`src/rtl/cpu_seq_ctrl_if.sv`:
```
// rtl/cpu_seq_ctrl_if.sv - instruction-ROM and datapath/data-memory bus of the CPU sequencer
//
// Signals:
//   pc        sequencer -> ROM       instruction address (ROM is combinational)
//   ins       ROM -> sequencer       instruction at pc, valid in the same cycle
//   acc_neg   datapath -> sequencer  accumulator sign bit
//   mem_ready memory -> sequencer    data memory can complete the access this cycle
//   acc_load  sequencer -> datapath  acc <= mem[data_addr]
//   acc_add   sequencer -> datapath  acc <= acc + mem[data_addr]
//   acc_shr   sequencer -> datapath  acc <= acc >> 1
//   mem_we    sequencer -> memory    mem[data_addr] <= acc
//   data_addr sequencer -> memory    operand field of the latched instruction
// master: the sequencer.  slave: the ROM/datapath/memory side.
interface cpu_seq_ctrl_if;
    logic [7:0]  pc;
    logic [11:0] ins;
    logic        acc_neg;
    logic        mem_ready;
    logic        acc_load;
    logic        acc_add;
    logic        acc_shr;
    logic        mem_we;
    logic [7:0]  data_addr;

    modport master (
        output pc, acc_load, acc_add, acc_shr, mem_we, data_addr,
        input  ins, acc_neg, mem_ready
    );

    modport slave (
        input  pc, acc_load, acc_add, acc_shr, mem_we, data_addr,
        output ins, acc_neg, mem_ready
    );
endinterface

```
`src/rtl/cpu_seq_ctrl.sv`:
```
// rtl/cpu_seq_ctrl.sv - fetch/decode/execute sequencer for the 8-bit-address 12-bit-instruction CPU
//
// Ports:
//   clk      system clock, rising edge
//   rst_n    asynchronous active-low reset
//   start    one-cycle pulse, (re)starts execution at START_ADDR from IDLE or HALT
//   bus      master side of cpu_seq_ctrl_if (ROM address/data, strobes, mem_ready, acc_neg)
//   ir       latched instruction
//   busy     high in FETCH, DECODE and EXEC
//   halted   high in HALT
//   retired  saturating count of completed instructions
module cpu_seq_ctrl #(
    parameter logic [7:0] START_ADDR = 8'h00,
    parameter int         CNT_W      = 16
) (
    input  logic                clk,
    input  logic                rst_n,
    input  logic                start,
    cpu_seq_ctrl_if.master      bus,
    output logic [11:0]         ir,
    output logic                busy,
    output logic                halted,
    output logic [CNT_W-1:0]    retired
);

    typedef enum logic [2:0] {
        ST_IDLE   = 3'd0,
        ST_FETCH  = 3'd1,
        ST_DECODE = 3'd2,
        ST_EXEC   = 3'd3,
        ST_HALT   = 3'd4
    } state_t;

    localparam logic [3:0] OP_ADD = 4'h0;
    localparam logic [3:0] OP_STA = 4'h2;
    localparam logic [3:0] OP_LDA = 4'h4;
    localparam logic [3:0] OP_JMP = 4'hA;
    localparam logic [3:0] OP_BAN = 4'hC;
    localparam logic [3:0] OP_SHR = 4'hD;
    localparam logic [3:0] OP_STP = 4'hF;

    localparam logic [CNT_W-1:0] CNT_ONE = {{(CNT_W-1){1'b0}}, 1'b1};
    localparam logic [CNT_W-1:0] CNT_MAX = {CNT_W{1'b1}};

    state_t             state_q, state_d;
    logic [7:0]         pc_q, pc_d;
    logic [11:0]        ir_q, ir_d;
    logic [7:0]         addr_q, addr_d;
    logic [CNT_W-1:0]   ret_q, ret_d;
    logic               busy_q, busy_d;
    logic               halted_q, halted_d;

    logic [3:0]         op;
    logic               needs_mem;
    logic               exec_done;

    assign op        = ir_q[11:8];
    assign needs_mem = (op == OP_LDA) || (op == OP_ADD) || (op == OP_STA);
    // The instruction completes in the EXEC cycle where memory is ready,
    // or immediately for opcodes that do not touch data memory.
    assign exec_done = (state_q == ST_EXEC) && (!needs_mem || bus.mem_ready);

    always_comb begin
        state_d  = state_q;
        pc_d     = pc_q;
        ir_d     = ir_q;
        addr_d   = addr_q;
        ret_d    = ret_q;
        unique case (state_q)
            ST_IDLE, ST_HALT: begin
                if (start) begin
                    pc_d    = START_ADDR;
                    state_d = ST_FETCH;
                end
            end
            ST_FETCH: begin
                ir_d    = bus.ins;
                addr_d  = bus.ins[7:0];
                state_d = ST_DECODE;
            end
            ST_DECODE: begin
                state_d = ST_EXEC;
            end
            ST_EXEC: begin
                if (exec_done) begin
                    if (ret_q != CNT_MAX) begin
                        ret_d = ret_q + CNT_ONE;
                    end
                    state_d = ST_FETCH;
                    unique case (op)
                        OP_JMP:  pc_d = ir_q[7:0];
                        OP_BAN:  pc_d = bus.acc_neg ? ir_q[7:0] : pc_q + 8'd1;
                        OP_STP:  state_d = ST_HALT;
                        default: pc_d = pc_q + 8'd1;
                    endcase
                end
            end
            default: state_d = ST_IDLE;
        endcase
        busy_d   = (state_d == ST_FETCH) || (state_d == ST_DECODE) || (state_d == ST_EXEC);
        halted_d = (state_d == ST_HALT);
    end

    always_ff @(posedge clk or negedge rst_n) begin
        if (!rst_n) begin
            state_q  <= ST_IDLE;
            pc_q     <= START_ADDR;
            ir_q     <= 12'h000;
            addr_q   <= 8'h00;
            ret_q    <= '0;
            busy_q   <= 1'b0;
            halted_q <= 1'b0;
        end else begin
            state_q  <= state_d;
            pc_q     <= pc_d;
            ir_q     <= ir_d;
            addr_q   <= addr_d;
            ret_q    <= ret_d;
            busy_q   <= busy_d;
            halted_q <= halted_d;
        end
    end

    // Strobes are decoded from registered state and ir, gated by mem_ready in
    // the same cycle, so the datapath acts exactly in the cycle memory is ready.
    // Reset forces IDLE, which drops any pending strobe immediately.
    assign bus.acc_load  = exec_done && (op == OP_LDA);
    assign bus.acc_add   = exec_done && (op == OP_ADD);
    assign bus.acc_shr   = exec_done && (op == OP_SHR);
    assign bus.mem_we    = exec_done && (op == OP_STA);

    assign bus.pc        = pc_q;
    assign bus.data_addr = addr_q;
    assign ir            = ir_q;
    assign busy          = busy_q;
    assign halted        = halted_q;
    assign retired       = ret_q;

endmodule
```
`src/flat_wrapper.sv`:
```
// flat-port wrapper written by rule: the top's interface ports become plain ports
module cpu_seq_ctrl_flat 
#(
    parameter logic [7:0] START_ADDR = 8'h00,
    parameter int         CNT_W      = 16
)
  (clk, rst_n, start, ir, busy, halted, retired, bus_pc, bus_acc_load, bus_acc_add, bus_acc_shr, bus_mem_we, bus_data_addr, bus_ins, bus_acc_neg, bus_mem_ready);
  cpu_seq_ctrl_if bus_i ();
  input  logic clk;
  input  logic rst_n;
  input  logic start;
  output logic [11:0] ir;
  output logic busy;
  output logic halted;
  output logic [CNT_W-1:0] retired;
  output wire logic [$bits(bus_i.pc)-1:0] bus_pc;
  output wire logic [$bits(bus_i.acc_load)-1:0] bus_acc_load;
  output wire logic [$bits(bus_i.acc_add)-1:0] bus_acc_add;
  output wire logic [$bits(bus_i.acc_shr)-1:0] bus_acc_shr;
  output wire logic [$bits(bus_i.mem_we)-1:0] bus_mem_we;
  output wire logic [$bits(bus_i.data_addr)-1:0] bus_data_addr;
  input wire logic [$bits(bus_i.ins)-1:0] bus_ins;
  input wire logic [$bits(bus_i.acc_neg)-1:0] bus_acc_neg;
  input wire logic [$bits(bus_i.mem_ready)-1:0] bus_mem_ready;
  assign bus_pc = bus_i.pc;
  assign bus_acc_load = bus_i.acc_load;
  assign bus_acc_add = bus_i.acc_add;
  assign bus_acc_shr = bus_i.acc_shr;
  assign bus_mem_we = bus_i.mem_we;
  assign bus_data_addr = bus_i.data_addr;
  assign bus_i.ins = bus_ins;
  assign bus_i.acc_neg = bus_acc_neg;
  assign bus_i.mem_ready = bus_mem_ready;
  cpu_seq_ctrl #(.START_ADDR(START_ADDR), .CNT_W(CNT_W)) u_core (.clk(clk), .rst_n(rst_n), .start(start), .bus(bus_i), .ir(ir), .busy(busy), .halted(halted), .retired(retired));
endmodule
```
`config.mk`:
```
export PLATFORM = sky130hd
export DESIGN_NAME = cpu_seq_ctrl_flat
export DESIGN_NICKNAME = d
export VERILOG_FILES = /design/src/rtl/cpu_seq_ctrl_if.sv /design/src/rtl/cpu_seq_ctrl.sv /design/src/flat_wrapper.sv
export SDC_FILE = /design/constraint.sdc
export NUM_CORES = 1
export LEC_CHECK = 0
export CAP_MARGIN = 10
export CORE_MARGIN = 1.5
export CORE_UTILIZATION = 44
export CTS_BUF_LIST = sky130_fd_sc_hd__clkbuf_2 sky130_fd_sc_hd__clkbuf_4 sky130_fd_sc_hd__clkbuf_8
export CTS_CLUSTER_DIAMETER = 30
export DETAILED_ROUTE_END_ITERATION = 8
export PLACE_DENSITY = 0.85
export SYNTH_ARGS = -nofsm -noshare
export SYNTH_HDL_FRONTEND = slang
export SYNTH_SLANG_ARGS = --single-unit
```
`constraint.sdc`:
```
create_clock -name clk -period 3.8 [get_ports clk]
set_clock_uncertainty 0.1 [all_clocks]
set_input_delay 0.57 -clock clk [delete_from_list [all_inputs] [get_ports clk]]
set_output_delay 0.57 -clock clk [all_outputs]
set_load 0.1 [all_outputs]
```
==> parameters.txt, run 1 <==
Parameter                              Value

Status
  Status    completed

Synth
  Yosys warning count    0
  Parity-gate share of the synthesized area counting xor and xnor cells    0.0557
  Fraction of the mapped netlist area in simple logic gates    0.201
  Post-Syn Nets    just over 200
  Compound-cell area share of the yosys netlist    0.105
  Combinational family with the most area after synthesis    simple AND/OR/NAND/NOR gates
  Synthesized area divided by synthesized cell count    roughly 11 um2
  Number of instances in the synthesized netlist    around 190
  Number of synthesized register bits    between 40 and 50
  Cell area after technology mapping    2050 um2
  Fraction of synthesized area in multiplexers    0.0765
  Register area share after synthesis    0.502
  Count of unique library cells instantiated by Yosys    38
  Synth Area in Adders    0.0122

Worst setup path
  CP Cell Sequence    clkdlybuf4s50_1 -> a2111oi_4 -> or2_4 -> or4_1 -> nor2_1 -> buf_12
  Crit path max-delay cell type    sky130_fd_sc_hd__clkdlybuf4s50_1
  Worst path top cell family by delay    simple AND/OR/NAND/NOR gates
  Number of buffer and inverter instances along the worst setup path    2
  Arrival time at the worst endpoint    around 2300 ps
  Classification of the worst setup path    in2out
  Largest stage delay on the critical path    500 ps
  Sort of element at the end of the critical path    output port
  Data required time of the worst path    3130 ps
  Worst Setup Start Kind    input pin
  Critical path peak fanout    4

Drt
  Routed Wire Length    roughly 4500 um
  First drt pass iteration count    4
  Post-route ant nets    0
  Vias after detailed routing    1672
  Vias per cell    5.54
  Count of unresolved DRC violations after routing    0
  DRC marker count from the first detailed-route iteration    between 100 and 150
  Post-detailed-route wirelength per cell    about 15 um

Clock tree
  Count of hold-fix buffers inserted at cts    0
  Clock transition at the registers of the reported paths    70 ps
  Clock tree from TritonCTS    done
  Clock Sink Count    41
  Number of buffers created by CTS    5
  Post-CTS Setup Repair Bufs    0
  Number of resized instances in the post-cts repair step    0
  CTS root buffer    sky130_fd_sc_hd__clkbuf_8
  H-tree levels    2
  Clock latency on the worst-skew pair    290 ps
  Max Root-Sink Buffers    2

Placed design
  Count of input and output buffers    66
  Pre-CTS setup slack    about 860 ps
  Placer congestion estimate    0.795
  Hpwl dp    3180 um

STA
  Number of setup violations in the final report    0
  Final worst-path cycle share    0.773
  Peak clock frequency supported by timing    ~340 MHz
  Final Slew Violations    0
  Post-layout minimum cycle time    just under 3000 ps
  Final setup TNS    0 ps
  Worst slack on hold paths    310 ps
  Max-slew headroom at the worst pin    0.312
  Fin. Hold Viols    0
  Worst Tran Pin Value    ~1000 ps
  Setup repair after global routing missed its margin    no
  Setup slack of the critical path after layout    863 ps

Global routing
  Initial antenna violation count    0
  Final global-route overflow total    0
  M1 GR Usage    0.267
  Pin count of the biggest net entering global routing    42
  M2 GR Usage    0.301
  First-pass GRT wire length    roughly 7700 um
  Met3 Resource Use GR    0.0484
  Gr busiest metal    met2
  Global Route Usage Sum    0.193
  Number of global-route vias before repair    1599

Floorplan
  Die X-Extent    71.2 um
  Core Footprint    4410 um2
  Top-Level Pins    67
  Number of rows in the core area    24
  Y dimension of the die    71.2 um
  Area of the die    a little over 5000 um2
  Starting utilization of the core area    0.463

Cells and area
  Area Overhead vs Synth    37.4%
  Fill cell instance count of the final layout    between 300 and 400
  Most frequent cells in the layout    61 x sky130_fd_sc_hd__clkdlybuf4s50_1, 41 x sky130_fd_sc_hd__dfrtp_1, 16 x sky130_fd_sc_hd__nand2_1, 12 x sky130_fd_sc_hd__mux2_2, 11 x sky130_fd_sc_hd__xnor2_1
  Sequential cell area    1030 um2
  Final layout net count    ~270
  Combined area of the multi-input logic cells    938 um2
  Most common library cell in the layout ignoring fill and taps    sky130_fd_sc_hd__clkdlybuf4s50_1
  Number of diodes added for antenna fixing    0
  Share of post-route cells with drive strength above 1    0.136

Job
  Max-cap violation count    0

Min path
  Type of the tightest min-delay check    in2async
==> metrics by stage <==
step,instance area (um2),utilization,cells
2_1_floorplan,2060,-,187
3_3_place_gp,2720,0.616,294
3_5_place_dp,2720,0.616,294
4_1_cts,2810,0.637,302
5_1_grt,2810,0.637,302
6_report,2810,0.637,302
==> state kept, by name, summed over array words and instances (netlist names) <==
register        count
u_core.halted       1
u_core.state_q      3
u_core.bus.pc       8
u_core.retired     16
u_core.busy         1
u_core.ir          12
==> final cells by class <==
type,instances,share of cell area
inverter,3,0.00401
sequential,41,0.365
clock buffer,8,0.0325
multi-input combinational,131,0.334
timing repair buffer,67,0.241
tap,52,0.0232
==> cell families (layout without fill, tap and decap cells) <==
group	Yosys count	count (layout)
mux	14	14
buf+inv	15	78
fa+ha+maj	2	2
xor+xnor	13	13
compound gates	30	30
flops	41	41
simple gates	72	72
==> Yosys cell counts, drive strengths merged <==
master | count | share of area
and4b | 1 | 0.0049
o2bb2ai | 5 | 0.021
mux2i | 1 | 0.0049
o2111ai | 1 | 0.0043
o311ai | 1 | 0.0043
xor2 | 2 | 0.0086
and2b | 1 | 0.0037
a21oi | 9 | 0.022
nand3b | 3 | 0.011
nand3 | 7 | 0.017
nor3 | 5 | 0.018
a2111oi | 1 | 0.013
or3 | 1 | 0.0031
and3 | 8 | 0.024
nor4 | 1 | 0.0031
or2 | 2 | 0.0073
mux2 | 13 | 0.072
o22ai | 2 | 0.0061
nand2 | 16 | 0.029
ha | 2 | 0.012
nand4 | 5 | 0.015
nor2 | 8 | 0.015
buf | 12 | 0.042
inv | 3 | 0.0055
a31oi | 2 | 0.0061
or4 | 1 | 0.0037
nand2b | 5 | 0.015
and4 | 2 | 0.0086
xnor2 | 11 | 0.047
o21ai | 8 | 0.020
nor3b | 6 | 0.022
a41oi | 1 | 0.0080
dfrtp | 41 | 0.50
==> path summary, 6_finish.rpt <==
path | from | endpoint | slack [ps] | cells past startpoint
setup reg to reg | u_core.retired[0]$_DFFE_PN0P_ | u_core.retired[11]$_DFFE_PN0P_ | 1500 | 6
hold reg to reg | u_core.retired[11]$_DFFE_PN0P_ | u_core.retired[11]$_DFFE_PN0P_ | 420 | 1
setup / recovery | bus_mem_ready | bus_mem_we | 860 | 6
hold / removal | rst_n | u_core.retired[1]$_DFFE_PN0P_ | 310 | 1
min in group clk | u_core.retired[11]$_DFFE_PN0P_ | u_core.retired[11]$_DFFE_PN0P_ | 420 | 1
max in group asynchronous | rst_n | u_core.bus.pc[3]$_DFFE_PN0P_ | 2720 | 1
==> routing by layer <==
metal | up-vias | share of wire
li1 | 793 | -
met1 | 819 | 0.46
met2 | 55 | 0.47
met3 | 5 | 0.058
met4 | 0 | 0.012
met5 | - | 0
Power of run 1 is left out: the tool's default activity adds up to more than one toggle a clock period on the data nets, which glitch-free logic cannot reach.
==> run 2: changes to the inputs <==
==> constraint.sdc (replaced) <==
create_clock -name clk -period 2.93 [get_ports clk]
set_clock_uncertainty 0.1 [all_clocks]
set_input_delay 0.4395 -clock clk [delete_from_list [all_inputs] [get_ports clk]]
set_output_delay 0.4395 -clock clk [all_outputs]
set_load 0.1 [all_outputs]
==> run 2 against run 1 <==
Effect of this change: cell count is 0.33% higher; critical endpoint is now bus_acc_add; first-iteration DRC count is 53% lower; register-to-register slack worse by 840 ps; worst hold slack worse by 130 ps.
==> parameters.txt, run 2 (same netlist as run 1, synthesis figures left out) <==
Parameter                              Value

Clock tree
  Clock tree from TritonCTS    done (unchanged)
  Post-CTS Setup Repair Bufs    0 (unchanged)
  Count of hold-fix buffers inserted at cts    0 (unchanged)
  Number of buffers created by CTS    5 (unchanged)
  Number of resized instances in the post-cts repair step    0 (unchanged)
  Clock latency on the worst-skew pair    290 ps (about the same)
  Clock Sink Count    41 (unchanged)
  Clock transition at the registers of the reported paths    80 ps (was 70 ps)
  H-tree levels    2 (unchanged)
  Max Root-Sink Buffers    2 (unchanged)
  CTS root buffer    sky130_fd_sc_hd__clkbuf_8 (unchanged)

Cells and area
  Flip-flop count of the largest register after layout    16 (unchanged)
  Most common library cell in the layout ignoring fill and taps    sky130_fd_sc_hd__buf_4 (was sky130_fd_sc_hd__clkdlybuf4s50_1)
  Number of diodes added for antenna fixing    0 (unchanged)
  Most frequent cells in the layout    49 x sky130_fd_sc_hd__buf_4, 37 x sky130_fd_sc_hd__dfrtp_1, 16 x sky130_fd_sc_hd__nand2_1, 15 x sky130_fd_sc_hd__clkdlybuf4s50_1, 12 x sky130_fd_sc_hd__mux2_2 (was 61 x sky130_fd_sc_hd__clkdlybuf4s50_1, 41 x sky130_fd_sc_hd__dfrtp_1, 16 x sky130_fd_sc_hd__nand2_1, 12 x sky130_fd_sc_hd__mux2_2, 11 x sky130_fd_sc_hd__xnor2_1)
  Final layout net count    269 (was 268)
  Fill cell instance count of the final layout    374 (was 377)
  Area Overhead vs Synth    34.9% (was 37.4%)
  Share of post-route cells with drive strength above 1    0.347 (was 0.136)

Placed design
  Hpwl dp    3280 um (was 3180 um)
  Count of input and output buffers    66 (unchanged)
  Placer congestion estimate    0.776 (was 0.795)

Global routing
  Global Route Usage Sum    0.193 (about the same)
  First-pass GRT wire length    7550 um (was 7710 um)
  Final global-route overflow total    0 (unchanged)
  Pin count of the biggest net entering global routing    42 (unchanged)
  Number of global-route vias before repair    1609 (was 1599)
  Initial antenna violation count    0 (unchanged)

STA
  Final Slew Violations    0 (unchanged)
  Number of setup violations in the final report    0 (unchanged)
  Worst Tran Pin Value    917 ps (was 1030 ps)
  Final worst-path cycle share    0.930
  Post-layout minimum cycle time    2720 ps
  Peak clock frequency supported by timing    367 MHz
  Fin. Hold Viols    0 (unchanged)
  Final setup TNS    0 ps (unchanged)
  Setup repair after global routing missed its margin    no (unchanged)
  Max-slew headroom at the worst pin    0.389 (was 0.312)

Floorplan
  Y dimension of the die    71.2 um (unchanged)
  Starting utilization of the core area    0.463 (unchanged)
  Number of rows in the core area    24 (unchanged)
  Top-Level Pins    67 (unchanged)
  Die X-Extent    71.2 um (unchanged)
  Area of the die    5070 um2 (unchanged)
  Core Footprint    4410 um2 (unchanged)

Worst setup path
  Launch point of the worst path    u_core.state_q[2]$_DFF_PN0_ (was bus_mem_ready)
  Classification of the worst setup path    reg2out (was in2out)
  Data required time of the worst path    2390 ps (was 3130 ps)
  Depth of the most critical reg-to-reg path    6 (unchanged)
  Reg-to-Reg End    u_core.retired[11]$_DFFE_PN0P_ (unchanged)
  Launch point of the worst reg-to-reg path    u_core.retired[0]$_DFFE_PN0P_ (unchanged)
  Register-to-register setup slack    660 ps (was 1500 ps)
  Worst Setup Start Kind    flip-flop (was input pin)
  Worst setup path endpoint    bus_acc_add (was bus_mem_we)
  Largest stage delay on the critical path    510 ps (was 500 ps)
  Sort of element at the end of the critical path    output port (unchanged)
  Critical path peak fanout    6 (was 4)
  Crit path max-delay cell type    sky130_fd_sc_hd__or4_1 (was sky130_fd_sc_hd__clkdlybuf4s50_1)
  CP Cell Sequence    nand3b_1 -> or2_4 -> or4_1 -> nor2_4 -> buf_12 (was clkdlybuf4s50_1 -> a2111oi_4 -> or2_4 -> or4_1 -> nor2_1 -> buf_12)
  Arrival time at the worst endpoint    2180 ps (was 2270 ps)

Drt
  Count of unresolved DRC violations after routing    0 (unchanged)
  Routed Wire Length    4520 um (was 4540 um)
  Vias per cell    5.58 (was 5.54)
  DRC marker count from the first detailed-route iteration    58 (was 124)
  First drt pass iteration count    4 (unchanged)
  Vias after detailed routing    1690 (was 1672)
  Post-detailed-route wirelength per cell    14.9 um (was 15.0 um)
  Post-route ant nets    0 (unchanged)

Min path
  Type of the tightest min-delay check    in2async (unchanged)

Status
  Status    completed (unchanged)

Job
  Max-cap violation count    0 (unchanged)
==> run 2: layer usage <==
metal	GRT usage	part of all wire	routed length, um	up-vias
met5	0	0	0	-
met4	0.0881	0.021	94	0
met3	0.0356	0.051	231	8
met2	0.324	0.49	2230	48
met1	0.240	0.43	1960	840
li1	-	-	-	794
==> run 2: final cells by class <==
class                   count  area, um2  area share
clock buffers               7       96.3      0.0349
clock inverters             1       5.00     0.00181
flip-flops and latches     41       1030       0.374
repair buffers             68        583       0.211
inverters                   3       11.3     0.00408
well taps                  52       65.1      0.0236
multi-input cells         131        968       0.351
==> run 2: critical path: cells and delay by family, from the launching register on <==
family	cells	cell delay (ps)
flip-flops	1	420
buffers and inverters	1	180
AND/OR/NAND/NOR	4	1290
==> run 2: worst min path at each step <==
stage          cells past startpoint                              to                            from  slack, ps
3_5_place_dp                       1  u_core.retired[11]$_DFFE_PN0P_  u_core.retired[11]$_DFFE_PN0P_        400
6_report                           1   u_core.retired[0]$_DFFE_PN0P_                           rst_n        180
3_3_place_gp                       1   u_core.retired[6]$_DFFE_PN0P_   u_core.retired[6]$_DFFE_PN0P_        390
2_1_floorplan                      0    u_core.bus.pc[0]$_DFFE_PN0P_                           rst_n         40
4_1_cts                            1        u_core.ir[0]$_DFFE_PN0P_                           rst_n        200
5_1_grt                            1   u_core.retired[4]$_DFFE_PN0P_                           rst_n        250
==> run 2: metrics by stage <==
| step | hold WS, ps | std cells | instance area [um2] | utilization | setup WS (ps) |
|---|---|---|---|---|---|
| 2_1_floorplan | 43.9 | 187 | 2090 | - | 143 |
| 3_3_place_gp | 387 | 295 | 2660 | 0.602 | 235 |
| 3_5_place_dp | 398 | 295 | 2660 | 0.602 | 228 |
| 4_1_cts | 201 | 303 | 2760 | 0.625 | 185 |
| 5_1_grt | 250 | 303 | 2760 | 0.625 | 95.5 |
| 6_report | 181 | 303 | 2760 | 0.625 | 206 |
Power of run 2 is left out for the same reason.
==> run 3: changes to the inputs <==
==> constraint.sdc (replaced) <==
create_clock -name clk -period 2.93 [get_ports clk]
set_clock_uncertainty 0.1 [all_clocks]
set_input_delay 0.4395 -clock clk [delete_from_list [all_inputs] [get_ports clk]]
set_output_delay 0.4395 -clock clk [all_outputs]
set_load 0.02 [all_outputs]
==> run 3 against run 2 <==
Effect of this change: cell area grew 2.7%; die area is the same; critical path depth grew 1; sequential cell count is the same; critical path type is now in2out; largest cell class unchanged.
==> parameters.txt, run 3 (same netlist as run 1, synthesis figures left out) <==
Parameter                              Value

Global routing
  Final global-route overflow total    0 (unchanged)
  Global Route Usage Sum    0.205 (was 0.193)
  Number of global-route vias before repair    1706 (was 1609)
  Initial antenna violation count    0 (unchanged)
  First-pass GRT wire length    8250 um (was 7550 um)
  Pin count of the biggest net entering global routing    42 (unchanged)

Cells and area
  Final layout net count    275 (was 269)
  Number of diodes added for antenna fixing    0 (unchanged)
  Area Overhead vs Synth    38.6% (was 34.9%)
  Final Core Density    0.642 (was 0.625)
  Share of post-route cells with drive strength above 1    0.133 (was 0.347)
  Most frequent cells in the layout    62 x sky130_fd_sc_hd__clkdlybuf4s50_1, 41 x sky130_fd_sc_hd__dfrtp_1, 16 x sky130_fd_sc_hd__nand2_1, 12 x sky130_fd_sc_hd__mux2_2, 11 x sky130_fd_sc_hd__xnor2_1 (was 49 x sky130_fd_sc_hd__buf_4, 37 x sky130_fd_sc_hd__dfrtp_1, 16 x sky130_fd_sc_hd__nand2_1, 15 x sky130_fd_sc_hd__clkdlybuf4s50_1, 12 x sky130_fd_sc_hd__mux2_2)
  Fill cell instance count of the final layout    380 (was 374)
  Most common library cell in the layout ignoring fill and taps    sky130_fd_sc_hd__clkdlybuf4s50_1 (was sky130_fd_sc_hd__buf_4)
  Flip-flop count of the largest register after layout    16 (unchanged)

STA
  Final worst-path cycle share    0.908 (was 0.930)
  Post-layout minimum cycle time    2660 ps (was 2720 ps)
  Setup repair after global routing missed its margin    no (unchanged)
  Max-slew headroom at the worst pin    0.379 (was 0.389)
  Worst Tran Pin Value    932 ps (was 917 ps)
  Peak clock frequency supported by timing    376 MHz (was 367 MHz)
  Final Slew Violations    0 (unchanged)
  Final setup TNS    0 ps (unchanged)
  Number of setup violations in the final report    0 (unchanged)
  Setup slack of the critical path after layout    268 ps (was 206 ps)
  Fin. Hold Viols    0 (unchanged)

Worst setup path
  Classification of the worst setup path    in2out (was reg2out)
  Critical path peak fanout    2 (was 6)
  Worst Setup Start Kind    input pin (was flip-flop)
  Data required time of the worst path    2390 ps (about the same)
  Arrival time at the worst endpoint    2120 ps (was 2180 ps)
  Sort of element at the end of the critical path    output port (unchanged)

Drt
  DRC marker count from the first detailed-route iteration    106 (was 58)
  Post-route ant nets    0 (unchanged)
  First drt pass iteration count    4 (unchanged)
  Post-detailed-route wirelength per cell    15.4 um (was 14.9 um)
  Vias after detailed routing    1684 (was 1690)
  Count of unresolved DRC violations after routing    0 (unchanged)
  Routed Wire Length    4730 um (was 4520 um)
  Vias per cell    5.47 (was 5.58)

Clock tree
  H-tree levels    2 (unchanged)
  Clock tree from TritonCTS    done (unchanged)
  CTS root buffer    sky130_fd_sc_hd__clkbuf_8 (unchanged)
  Count of hold-fix buffers inserted at cts    0 (unchanged)
  Max Root-Sink Buffers    2 (unchanged)
  Number of resized instances in the post-cts repair step    2 (was 0)
  Clock transition at the registers of the reported paths    70 ps (was 80 ps)
  Post-CTS Setup Repair Bufs    0 (unchanged)
  Number of buffers created by CTS    5 (unchanged)
  Clock latency on the worst-skew pair    290 ps (about the same)
  Clock Sink Count    41 (unchanged)

Floorplan
  Top-Level Pins    67 (unchanged)
  Core Footprint    4410 um2 (unchanged)
  Starting utilization of the core area    0.463 (unchanged)
  Number of rows in the core area    24 (unchanged)
  Area of the die    5070 um2 (unchanged)
  Die X-Extent    71.2 um (unchanged)
  Y dimension of the die    71.2 um (unchanged)

Power
  Worst ir drop on vdd    0.000683 V
  Total power density per cell area    1040 nW/um2
  Leakage component of the power    ~1.2 nW
  Total Power Consumption    2.94 mW

Placed design
  Pre-CTS setup slack    -15.5 ps (was 228 ps)
  Count of input and output buffers    66 (unchanged)
  Hpwl dp    3490 um (was 3280 um)
  Placer congestion estimate    0.789 (was 0.776)

Job
  Max-cap violation count    0 (unchanged)

Status
  Status    completed (unchanged)

Min path
  Type of the tightest min-delay check    in2async (unchanged)
==> run 3: cell types whose count changed in the layout (fill, tap and decap cells not counted), moves of 2 or more <==
cell	previous run	this run
sky130_fd_sc_hd__buf_12	3	0
sky130_fd_sc_hd__buf_4	49	8
sky130_fd_sc_hd__clkdlybuf4s50_1	15	62
sky130_fd_sc_hd__dfrtp_1	37	41
sky130_fd_sc_hd__dfrtp_2	4	0
sky130_fd_sc_hd__dlygate4sd2_1	0	2
sky130_fd_sc_hd__nor2_1	6	8
sky130_fd_sc_hd__nor2_4	2	0
==> run 3: per-stage QoR <==
stage	cells	hold slack (ps)	cell area (um2)
finish	308	186	2840
CTS	308	203	2830
floorplan	187	43.9	2050
global route	308	266	2840
detailed placement	301	403	2750
global placement	301	388	2750
==> run 3: power by group <==
part / leakage [nW] / internal [mW] / total [mW] / switching [mW]
clock: 0.0433 / 0.186 / 0.379 / 0.193
combinational: 0.639 / 0.775 / 1.56 / 0.786
sequential: 0.521 / 0.761 / 1.00 / 0.244
==> run 3: path summary, 6_finish.rpt <==
path	depth (start not counted)	slack (ps)	startpoint	endpoint
setup / recovery	6	270	bus_mem_ready	bus_mem_we
hold / removal	1	190	rst_n	u_core.retired[1]$_DFFE_PN0P_
setup reg to reg	6	830	u_core.ir[10]$_DFFE_PN0P_	u_core.bus.pc[2]$_DFFE_PN0P_
hold reg to reg	1	410	u_core.retired[6]$_DFFE_PN0P_	u_core.retired[6]$_DFFE_PN0P_
max in group asynchronous	1	1970	rst_n	u_core.bus.pc[4]$_DFFE_PN0P_
min in group clk	1	410	u_core.retired[6]$_DFFE_PN0P_	u_core.retired[6]$_DFFE_PN0P_
==> run 3: cell type report <==
class / instances / area, um2 / share of cell area
clock buffers: 6 / 82.6 / 0.0291
clock inverters: 1 / 7.51 / 0.00265
inverters: 3 / 11.3 / 0.00397
multi-input cells: 131 / 927 / 0.327
flip-flops and latches: 41 / 1030 / 0.362
well taps: 52 / 65.1 / 0.0229
repair buffers: 74 / 716 / 0.252
==> run 3: per-layer routing <==
metal,up-vias,wire [um],track usage
met4,0,57,0.0629
met5,-,0,0
met2,48,2320,0.346
met3,6,277,0.0499
li1,807,-,-
met1,823,2070,0.262
==> run 3: critical path, stage by stage <==
cell                              delay (ps)
sky130_fd_sc_hd__clkdlybuf4s50_1         500
sky130_fd_sc_hd__a2111oi_4                70
sky130_fd_sc_hd__or2_4                   270
sky130_fd_sc_hd__or4_1                   420
sky130_fd_sc_hd__nor2_1                   90
sky130_fd_sc_hd__dlygate4sd2_1           330
Power figures use the tool's default switching activity.
